===== config.mk =====
export PLATFORM = sky130hd
export DESIGN_NAME = if_fetch_unit_flat
export DESIGN_NICKNAME = d
export VERILOG_FILES = /design/src/rtl/if_pkg.sv /design/src/rtl/if_fetch_unit_if.sv /design/src/rtl/if_sync_fifo.sv /design/src/rtl/if_fetch_unit.sv /design/src/flat_wrapper.sv
export SDC_FILE = /design/constraint.sdc
export NUM_CORES = 1
export LEC_CHECK = 0
export BUFFER_PORTS_ARGS = -buffer_cell sky130_fd_sc_hd__buf_2
export CAP_MARGIN = 0
export CORE_MARGIN = 2
export CORE_UTILIZATION = 56
export DETAILED_ROUTE_END_ITERATION = 6
export GPL_TIMING_DRIVEN = 0
export PLACE_DENSITY_LB_ADDON = 0.08
export SETUP_SLACK_MARGIN = 0.4
export SKIP_LAST_GASP = 1
export SLEW_MARGIN = 0
export SYNTH_ARGS = -nofsm -noshare
export SYNTH_HDL_FRONTEND = slang
export SYNTH_HIERARCHICAL = 1
export SYNTH_SLANG_ARGS = --single-unit

===== constraint.sdc =====
create_clock -name clk -period 6.9 [get_ports clk]
set_input_delay 2.07 -clock clk [delete_from_list [all_inputs] [get_ports clk]]
set_output_delay 2.07 -clock clk [all_outputs]
set_load 0.02 [all_outputs]

===== src/rtl/if_pkg.sv =====
// Shared types and constants for the instruction fetch slice.
// Latency: n/a (declarations only).
// Backpressure: n/a.
package if_pkg;

    localparam int XLEN = 32;
    localparam logic [XLEN-1:0] NOP = 32'h0000_0013;

    typedef enum logic [1:0] {
        IF_STATE_RUN   = 2'd0,  // issuing fetches
        IF_STATE_DRAIN = 2'd1,  // waiting for stale responses, no issue
        IF_STATE_HALT  = 2'd2   // fetch fault seen, no issue until redirect
    } if_state_e;

    // One instruction buffer entry handed to decode (65 bits).
    typedef struct packed {
        logic [XLEN-1:0] pc;
        logic [XLEN-1:0] instr;
        logic            fault;
    } ibuf_entry_t;

    // Redirect targets are forced onto a word boundary.
    function automatic logic [XLEN-1:0] align_word(input logic [XLEN-1:0] a);
        return {a[XLEN-1:2], 2'b00};
    endfunction

endpackage


===== src/rtl/if_fetch_unit_if.sv =====
// Bundle of redirect, imem request/response and decode handshake signals.
// Latency: n/a (wires only).
// Backpressure: imem request and decode channels are valid/ready; imem response has none.
// master = fetch unit side, slave = memory/decode/redirect side.
interface if_fetch_unit_if;
    import if_pkg::*;

    logic            pcsrc;
    logic [XLEN-1:0] jaddr;
    logic            exception;
    logic [XLEN-1:0] eaddr;

    logic            imem_req_valid;
    logic            imem_req_ready;
    logic [XLEN-1:0] imem_req_addr;

    logic            imem_rsp_valid;
    logic [XLEN-1:0] imem_rsp_data;
    logic            imem_rsp_err;

    logic            id_valid;
    logic            id_ready;
    logic [XLEN-1:0] id_instr;
    logic [XLEN-1:0] id_pc;
    logic            id_fault;

    modport master (
        input  pcsrc, jaddr, exception, eaddr,
        output imem_req_valid, imem_req_addr,
        input  imem_req_ready,
        input  imem_rsp_valid, imem_rsp_data, imem_rsp_err,
        output id_valid, id_instr, id_pc, id_fault,
        input  id_ready
    );

    modport slave (
        output pcsrc, jaddr, exception, eaddr,
        input  imem_req_valid, imem_req_addr,
        output imem_req_ready,
        output imem_rsp_valid, imem_rsp_data, imem_rsp_err,
        input  id_valid, id_instr, id_pc, id_fault,
        output id_ready
    );

endinterface


===== src/rtl/if_sync_fifo.sv =====
// Generic synchronous FIFO with push/pop/flush and an occupancy count.
// Latency: a pushed word is visible on pop_data the cycle after the push.
// Backpressure: none internally; the owner must not push when full unless popping.
// Ports: clk/rst, push+push_data, pop->pop_data (head, combinational), flush, count.
module if_sync_fifo #(
    parameter int WIDTH = 32,
    parameter int DEPTH = 2
) (
    input  logic                       clk,
    input  logic                       rst,
    input  logic                       push,
    input  logic [WIDTH-1:0]           push_data,
    input  logic                       pop,
    output logic [WIDTH-1:0]           pop_data,
    input  logic                       flush,
    output logic [$clog2(DEPTH+1)-1:0] count
);

    localparam int AW = (DEPTH > 1) ? $clog2(DEPTH) : 1;

    logic [WIDTH-1:0] mem [DEPTH];
    logic [AW-1:0]    wr_ptr;
    logic [AW-1:0]    rd_ptr;

    // Explicit wrap so non-power-of-two and single-entry depths still work.
    function automatic logic [AW-1:0] ptr_inc(input logic [AW-1:0] p);
        return (p == AW'(DEPTH - 1)) ? '0 : p + 1'b1;
    endfunction

    assign pop_data = mem[rd_ptr];

    always_ff @(posedge clk or posedge rst) begin
        if (rst) begin
            wr_ptr <= '0;
            rd_ptr <= '0;
            count  <= '0;
        end else if (flush) begin
            wr_ptr <= '0;
            rd_ptr <= '0;
            count  <= '0;
        end else begin
            if (push) wr_ptr <= ptr_inc(wr_ptr);
            if (pop)  rd_ptr <= ptr_inc(rd_ptr);
            case ({push, pop})
                2'b10:   count <= count + 1'b1;
                2'b01:   count <= count - 1'b1;
                default: count <= count;
            endcase
        end
    end

    // Storage needs no reset; consumers only look at it when count is non-zero.
    always_ff @(posedge clk) begin
        if (push && !flush) mem[wr_ptr] <= push_data;
    end

endmodule


===== src/rtl/if_fetch_unit.sv =====
// Instruction fetch: owns the PC, issues word reads to imem, buffers words+PC for decode.
// Latency: imem response -> id_valid in 1 cycle; redirect -> first fetch at target 1 cycle
//   later, or the cycle after the last stale response.
// Backpressure: credit-based; a fetch issues only if outstanding+buffered < BUF_DEPTH.
// Ports: clk, rst (async, active-high); bus.master carries pcsrc/jaddr, exception/eaddr,
//   imem_req_{valid,ready,addr}, imem_rsp_{valid,data,err}, id_{valid,ready,instr,pc,fault}.
module if_fetch_unit
    import if_pkg::*;
#(
    parameter logic [31:0] RESET_PC  = 32'h0000_0000,
    parameter int          MAX_OUTST = 2,
    parameter int          BUF_DEPTH = 2
) (
    input  logic            clk,
    input  logic            rst,
    if_fetch_unit_if.master bus
);

    localparam int OW = $clog2(MAX_OUTST + 1);
    localparam int BW = $clog2(BUF_DEPTH + 1);
    localparam int SW = ((OW > BW) ? OW : BW) + 1;

    if_state_e       state;
    logic [XLEN-1:0] pc;
    logic [OW-1:0]   outstanding;
    logic [OW-1:0]   outst_next;
    logic [OW-1:0]   drop;
    logic            req_hold;

    logic            redirect;
    logic [XLEN-1:0] target;
    logic            credit;
    logic            req_valid;
    logic            req_fire;
    logic            rsp_keep;
    logic            id_fire;

    logic [OW-1:0]   afifo_count;
    logic [XLEN-1:0] afifo_head;
    logic [BW-1:0]   buf_count;
    ibuf_entry_t     ibuf_in;
    ibuf_entry_t     ibuf_out;

    // Exception outranks a branch redirect in the same cycle.
    assign redirect = bus.pcsrc | bus.exception;
    assign target   = align_word(bus.exception ? bus.eaddr : bus.jaddr);

    // Every in-flight fetch owns a reserved buffer slot, so responses never overflow.
    assign credit = (outstanding < OW'(MAX_OUTST)) &&
                    ((SW'(buf_count) + SW'(outstanding)) < SW'(BUF_DEPTH));

    // A request presented but not yet accepted stays up even if a fault halts issue
    // meanwhile; only a redirect (or reset) may withdraw it.
    assign req_valid = !rst && !redirect && credit &&
                       ((state == IF_STATE_RUN) || req_hold);
    assign req_fire  = req_valid && bus.imem_req_ready;

    // Responses are discarded while stale ones remain or when a redirect lands on them.
    assign rsp_keep = bus.imem_rsp_valid && (drop == '0) && !redirect;
    assign id_fire  = (buf_count != '0) && bus.id_ready;

    always_comb begin
        outst_next = outstanding;
        if (req_fire && !bus.imem_rsp_valid)      outst_next = outstanding + 1'b1;
        else if (!req_fire && bus.imem_rsp_valid) outst_next = outstanding - 1'b1;
    end

    always_ff @(posedge clk or posedge rst) begin
        if (rst) begin
            state       <= IF_STATE_RUN;
            pc          <= RESET_PC;
            outstanding <= '0;
            drop        <= '0;
            req_hold    <= 1'b0;
        end else begin
            outstanding <= outst_next;
            req_hold    <= req_valid && !bus.imem_req_ready;
            if (redirect) begin
                // Everything still in flight after this cycle is stale.
                pc    <= target;
                drop  <= outst_next;
                state <= (outst_next != '0) ? IF_STATE_DRAIN : IF_STATE_RUN;
            end else begin
                if (req_fire) pc <= pc + 32'd4;
                if (bus.imem_rsp_valid && (drop != '0)) begin
                    drop <= drop - 1'b1;
                    if (drop == OW'(1)) state <= IF_STATE_RUN;
                end else if (rsp_keep && bus.imem_rsp_err) begin
                    state <= IF_STATE_HALT;
                end
            end
        end
    end

    // PCs of in-flight requests, popped in order as responses return (kept or dropped).
    if_sync_fifo #(
        .WIDTH (XLEN),
        .DEPTH (MAX_OUTST)
    ) u_addr_fifo (
        .clk       (clk),
        .rst       (rst),
        .push      (req_fire),
        .push_data (pc),
        .pop       (bus.imem_rsp_valid),
        .pop_data  (afifo_head),
        .flush     (1'b0),
        .count     (afifo_count)
    );

    assign ibuf_in = '{pc: afifo_head, instr: bus.imem_rsp_data, fault: bus.imem_rsp_err};

    if_sync_fifo #(
        .WIDTH ($bits(ibuf_entry_t)),
        .DEPTH (BUF_DEPTH)
    ) u_instr_buf (
        .clk       (clk),
        .rst       (rst),
        .push      (rsp_keep),
        .push_data (ibuf_in),
        .pop       (id_fire),
        .pop_data  (ibuf_out),
        .flush     (redirect),
        .count     (buf_count)
    );

    // The address FIFO mirrors the outstanding counter exactly.
    always_ff @(posedge clk) begin
        if (!rst) begin
            assert (afifo_count == outstanding);
        end
    end

    assign bus.imem_req_valid = req_valid;
    assign bus.imem_req_addr  = pc;

    // Decode outputs read as zero whenever nothing is offered.
    assign bus.id_valid = (buf_count != '0);
    assign bus.id_instr = bus.id_valid ? ibuf_out.instr : '0;
    assign bus.id_pc    = bus.id_valid ? ibuf_out.pc    : '0;
    assign bus.id_fault = bus.id_valid && ibuf_out.fault;

endmodule


===== src/flat_wrapper.sv =====
// flat-port wrapper written by rule: the top's interface ports become plain ports
module if_fetch_unit_flat import if_pkg::*;
#(
    parameter logic [31:0] RESET_PC  = 32'h0000_0000,
    parameter int          MAX_OUTST = 2,
    parameter int          BUF_DEPTH = 2
)
  (clk, rst, bus_pcsrc, bus_jaddr, bus_exception, bus_eaddr, bus_imem_req_valid, bus_imem_req_addr, bus_imem_req_ready, bus_imem_rsp_valid, bus_imem_rsp_data, bus_imem_rsp_err, bus_id_valid, bus_id_instr, bus_id_pc, bus_id_fault, bus_id_ready);
  if_fetch_unit_if bus_i ();
  input  logic clk;
  input  logic rst;
  input wire logic [$bits(bus_i.pcsrc)-1:0] bus_pcsrc;
  input wire logic [$bits(bus_i.jaddr)-1:0] bus_jaddr;
  input wire logic [$bits(bus_i.exception)-1:0] bus_exception;
  input wire logic [$bits(bus_i.eaddr)-1:0] bus_eaddr;
  output wire logic [$bits(bus_i.imem_req_valid)-1:0] bus_imem_req_valid;
  output wire logic [$bits(bus_i.imem_req_addr)-1:0] bus_imem_req_addr;
  input wire logic [$bits(bus_i.imem_req_ready)-1:0] bus_imem_req_ready;
  input wire logic [$bits(bus_i.imem_rsp_valid)-1:0] bus_imem_rsp_valid;
  input wire logic [$bits(bus_i.imem_rsp_data)-1:0] bus_imem_rsp_data;
  input wire logic [$bits(bus_i.imem_rsp_err)-1:0] bus_imem_rsp_err;
  output wire logic [$bits(bus_i.id_valid)-1:0] bus_id_valid;
  output wire logic [$bits(bus_i.id_instr)-1:0] bus_id_instr;
  output wire logic [$bits(bus_i.id_pc)-1:0] bus_id_pc;
  output wire logic [$bits(bus_i.id_fault)-1:0] bus_id_fault;
  input wire logic [$bits(bus_i.id_ready)-1:0] bus_id_ready;
  assign bus_i.pcsrc = bus_pcsrc;
  assign bus_i.jaddr = bus_jaddr;
  assign bus_i.exception = bus_exception;
  assign bus_i.eaddr = bus_eaddr;
  assign bus_imem_req_valid = bus_i.imem_req_valid;
  assign bus_imem_req_addr = bus_i.imem_req_addr;
  assign bus_i.imem_req_ready = bus_imem_req_ready;
  assign bus_i.imem_rsp_valid = bus_imem_rsp_valid;
  assign bus_i.imem_rsp_data = bus_imem_rsp_data;
  assign bus_i.imem_rsp_err = bus_imem_rsp_err;
  assign bus_id_valid = bus_i.id_valid;
  assign bus_id_instr = bus_i.id_instr;
  assign bus_id_pc = bus_i.id_pc;
  assign bus_id_fault = bus_i.id_fault;
  assign bus_i.id_ready = bus_id_ready;
  if_fetch_unit #(.RESET_PC(RESET_PC), .MAX_OUTST(MAX_OUTST), .BUF_DEPTH(BUF_DEPTH)) u_core (.clk(clk), .rst(rst), .bus(bus_i));
endmodule

* Yosys cells after proc, flatten, opt, wreduce, memory -nomap -nowiden
Memory sizes are Yosys's and may differ from the RTL's.
Index checks and enable logic that the tools add are counted.
** Cells by class
- Equality and inequality tests :: 4
- Order comparisons :: 2
- Bitwise gates (word level) :: 1
- Reduce and logical (&&, ||, !) cells :: 33
- Add/sub/neg operators :: 11
- Mux-type cells :: 28
** Operators by type and width (count)
- $mux W32 :: 5
- $add A32 B3 Y32 const B :: 1
- $mux W2 :: 9
- $logic_and A1 B1 Y1 :: 15
- $reduce_bool A2 Y1 :: 7
- $mux W1 :: 13
- $reduce_bool A3 Y1 :: 2
- $sub A2 B1 Y2 const B :: 3
- $logic_not A1 Y1 :: 5
- $add A1 B1 Y1 const B :: 4
- $add A2 B1 Y2 const B :: 2
- $eq A2 B1 Y1 const B :: 2
- $logic_not A2 Y1 :: 2
- $pmux W2 S2 :: 1
- $add A2 B2 Y3 :: 1
- $lt A3 B2 Y1 const B :: 1
- $ne A3 B2 Y1 const B :: 1
- $eq A2 B2 Y1 const B :: 1
- $lt A2 B2 Y1 const B :: 1
- $reduce_and A2 Y1 :: 1
- $logic_or A1 B1 Y1 :: 1
- $or A1 B1 Y1 :: 1
** Word-level totals
- Memories kept :: 2
- Input bits :: 104
- Word-level logic and storage cells :: 91
- RAM bits :: 194
- Bits in registers :: 45
- Output and inout port bits :: 99
** Memories
- u_core.u_instr_buf.mem :: words 2, bits a word 65, rd ports 1, clocked after memory_dff 0, write ports 1, RTL line if_sync_fifo.sv:21 : logic [WIDTH-1:0] mem [DEPTH];
- u_core.u_addr_fifo.mem :: words 2, bits a word 32, rd ports 1, clocked after memory_dff 0, write ports 1, RTL line if_sync_fifo.sv:21

* Logic depth before layout (Yosys ltp)
- Depth after elaboration :: 13
- Depth in mapped cells :: 9
- Mapped depth without buffers :: 8

* Hierarchy
Netlist, hierarchy kept.
** Modules (own cells, without submodules)
- if_sync_fifo at u_core.u_instr_buf :: cells each 222, area each 5059.9 um2, instances 1, sequential area each 4003.8 um2
- if_fetch_unit :: cells each 386, area each 3108.0 um2, instances 1, sequential area each 925.9 um2
- if_sync_fifo at u_core.u_addr_fifo :: cells each 120, area each 2656.3 um2, instances 1, sequential area each 2021.9 um2

* Worst setup path before layout
No wires, ideal clock.
- Path type :: input -> register
- From :: in bus_exception
- To :: mem u_core/u_instr_buf/mem[0][0] (netlist bit) (enable)
- Slack :: -1.647 ns
- Library setup time :: 0.582 ns
- Stages on the path :: 5
- Data arrival time :: 7.966 ns
- Required time :: 6.318 ns
- Buffers on the path :: 2
- Path through :: buf_2 > nor2_1 > clkbuf_1 > and3_1 > nor3b_1
** Between the ends
- Word-level cells in the longest chain between the ends :: 6
** Ends and longest elaborated chain
- start, declared :: RTL line flat_wrapper.sv:14 : input wire logic [$bits(bus_i.exception)-1:0] bus_exception;
- $or A1 B1 Y1 :: RTL line if_fetch_unit.sv:45 : assign redirect = bus.pcsrc | bus.exception;
- $logic_not A1 Y1 :: RTL line if_fetch_unit.sv:59 : assign rsp_keep = bus.imem_rsp_valid && (drop == '0) && !redirect;
- $logic_and A1 B1 Y1 :: RTL line if_fetch_unit.sv:59
- named net u_core.rsp_keep :: RTL line if_fetch_unit.sv:35 : logic rsp_keep;
- $logic_and A1 B1 Y1 :: RTL line if_sync_fifo.sv:54 : if (push && !flush) mem[wr_ptr] <= push_data;
- $mux W1 :: RTL line if_sync_fifo.sv:54
- $mux W1 (not written as such) :: RTL line if_sync_fifo.sv:54
- end, declared :: RTL line if_sync_fifo.sv:21
The timed path passes the listed nets, and every way through them passes these cells.

* Worst setup path after layout
- From :: in bus_exception
- To :: out bus_imem_req_valid
** Between the ends
- Word-level cells in the longest chain between the ends :: 5
** Ends and longest elaborated chain
- $or A1 B1 Y1 :: RTL line if_fetch_unit.sv:45
- named net u_core.redirect :: RTL line if_fetch_unit.sv:30 : logic redirect;
- $logic_not A1 Y1 :: RTL line if_fetch_unit.sv:54 : assign req_valid = !rst && !redirect && credit &&
- $logic_and A1 B1 Y1 (3 in series) :: RTL line if_fetch_unit.sv:54
- end, declared :: RTL line flat_wrapper.sv:16 : output wire logic [$bits(bus_i.imem_req_valid)-1:0] bus_imem_req_valid;
The timed path passes the listed nets, and every way through them passes these cells.

==> summary.md <==
| Metric | Value |
|---|---|
| Comb pwr share | 0.099 |
| Skew final | roughly 0.016 ns |
| Psw | 0.0007554 W |
| Core area | between 15000 and 20000 um2 |
| Resized cells post-CTS | 0 |
| Final hold viol count | 0 |
| Period utilisation layout | 0.8719 |
| Sequential power share | 0.506 |
| Fill count | roughly 1300 |
| Leading cell type in the layout, fill and taps excluded | buf_2 |
| CTS Sinks | 237 |
| I/O pin total | around 200 |
| Leakage | approximately 5.2 nW |
| Grt peak-use layer | met2 |
| Global route total overflow | 0 |
| Starting Density | 0.5720 |
| DRC violations left | 0 |
| Num CTS Buffers | 25 |
| CP Max Fanout | 15 |
| Share of cells above drive strength 1 | 0.3864 |
| Post-CTS setup buffers | 0 |
| Req. time, crit path | between 4 and 5 ns |
| DR pass1 iterations | 5 |
| Most frequent cells in the layout | 200 x buf_2, 194 x edfxtp_1, 71 x and2_1 |
| Later-pin clock latency in the skew report | about 0.51 ns |
| Clk network pwr share | 0.395 |
| CP max-delay cell | nor2_1 |
| Initial antenna violation count | 0 |
| Max Freq | 166.2 MHz |
| Die ar. | between 20000 and 25000 um2 |
| Global-route wire length before repair | 34520 um |
| Pint | 0.002513 W |
| Startpoint class of the critical path | input pin |
| Final Cell Area | ~13000 um2 |
| Clock buffer depth | 3 |
| Number of warnings issued by yosys | 6 |
| RSZ-0062 raised after global routing | no |
| CTS Hold Buffers Added | 0 |
| Met3 usage | 0.03466 |
| Largest net degree at the start of global routing | 59 |
| Slew @ Worst Pin | 0.9552 ns |
| CTS tree | yes |
| Ant. Diodes | 0 |
| Largest stage delay, worst path | between 0.5 and 0.6 ns |
| Post-Synthesis Cells | ~720 |
| Area delta synth->final | 20.87% |
| Period minus WS final | approximately 6 ns |
| Vias | roughly 6500 |
| Vias per inst | approximately 5.4 |
| CP arrival | a little under 4 ns |
| Grt met2 use | 0.3725 |
| Die Width | between 100 and 150 um |
| Final wirelength | between 20000 and 25000 um |
| Place WS | roughly 0.87 ns |
| # port buffers | approximately 200 |
| Worst-path clk slew | 0.06 ns |
| GR Layer Usage met1 | 0.2893 |
| Rows | 50 |
| Slew Viols, Final | 0 |
| Wire length per cell | 17.96 um |
| Maxcap violations | 0 |
| Placed Area | 12130 um2 |
| Placer Congestion | 0.8549 |
| Crit-path cells | buf_2, nor2_1, inv_1, clkbuf_1, nor2_1, buf_2 |
| Drt initial violations | about 340 |
| Post-Syn Area | around 11000 um2 |
| Rel. slew slack | 0.3632 |
| Final setup margin | slightly below 0.9 ns |
| H-tree Lvls | 1 |
| Hold Slack | roughly 0.56 ns |
| Crit Path Class | in -> out |
| Vias in the first global route | 6668 |
| ANT nets after route | 0 |
| TNS Setup | 0 ns |
| Syn avg cell area | between 10 and 15 um2 |
| Dpl hpwl | 15550 um |
| Final net count | 1063 |
| PD cells | approximately 250 nW/um2 |
| Peak VDD IR | 193.5 uV |
| GR Util All Layers | 0.2164 |
| HP Class | reg -> reg |
| Final setup violation count | 0 |
| Die Ht | roughly 140 um |
| CTS root buf | clkbuf_16 |
| Crit end category | primary output |
| Overall power | approximately 0.0033 W |
| Switching Share | 0.2311 |
| Status | finished, final reports clean |
flip-flops by register name (all words and copies together), names as in the netlist:
signal / cells
u_core/outstanding: 2
u_core/bus.imem_req_addr: 30
u_core/u_instr_buf/rd_ptr: 1
u_core/req_hold: 1
u_core/state: 2
u_core/u_instr_buf/mem: 130
u_core/u_addr_fifo/rd_ptr: 1
u_core/u_addr_fifo/wr_ptr: 1
u_core/u_instr_buf/wr_ptr: 1
u_core/drop: 2
u_core/u_addr_fifo/mem: 64
u_core/u_instr_buf/count: 2
path summary, 6_finish.rpt:
check / start / to / slack [ns] / cells past startpoint
worst max-delay path: bus_exception / bus_imem_req_valid / 0.88 / 6
worst min-delay path: u_core/u_addr_fifo/mem[0][13] / u_core/u_instr_buf/mem[1][46] / 0.56 / 1
worst max register to register: u_core/u_instr_buf/count[0] / u_core/u_addr_fifo/mem[0][29] / 3.31 / 8
worst min register to register: u_core/u_addr_fifo/mem[0][13] / u_core/u_instr_buf/mem[1][46] / 0.56 / 1
max in group asynchronous: rst / u_core/bus.imem_req_addr[25] / 4.62 / 2
min in group asynchronous: rst / u_core/u_addr_fifo/rd_ptr / 1.47 / 2
worst max-delay path: cells and delay by family:
kind / cells / cell delay [ns]
and+or+nand+nor: 2 / 0.77
buffers and inverters: 4 / 1.10
layout make-up:
cell class,count,area [um2],area share
sequential,237,6902,0.5336
multi-input combinational,441,3583,0.2771
timing repair buffer,202,1086,0.08397
clock buffer,28,636.9,0.04924
tap,234,292.8,0.02264
buffer,36,224.0,0.01732
clock inverter,17,163.9,0.01267
inverter,12,45.04,0.003483
per-layer routing:
| metal | part of all wire | vias up |
|---|---|---|
| met5 | 0 | - |
| li1 | - | 3141 |
| met2 | 0.48 | 234 |
| met4 | 0.018 | 0 |
| met1 | 0.43 | 3096 |
| met3 | 0.065 | 28 |
through the flow:
stage / cells / utilization
6_report: 1207 / 0.6914
2_1_floorplan: 726 / -
3_3_place_gp: 1155 / 0.6419
3_5_place_dp: 1162 / 0.6486
5_1_grt: 1207 / 0.6914
4_1_cts: 1207 / 0.6914
power groups by stage:
stage | Clock (W) | Sequential [W] | Combinational [W]
after floorplan | 0 | 0.00169 | 0.000196
after global placement | 0 | 0.00168 | 0.000306
after detailed placement | 0 | 0.00168 | 0.000321
after CTS | 0.00132 | 0.00165 | 0.000324
after global routing | 0.00138 | 0.00166 | 0.000353
final | 0.00129 | 0.00165 | 0.000323
Power figures use the tool's default switching activity.
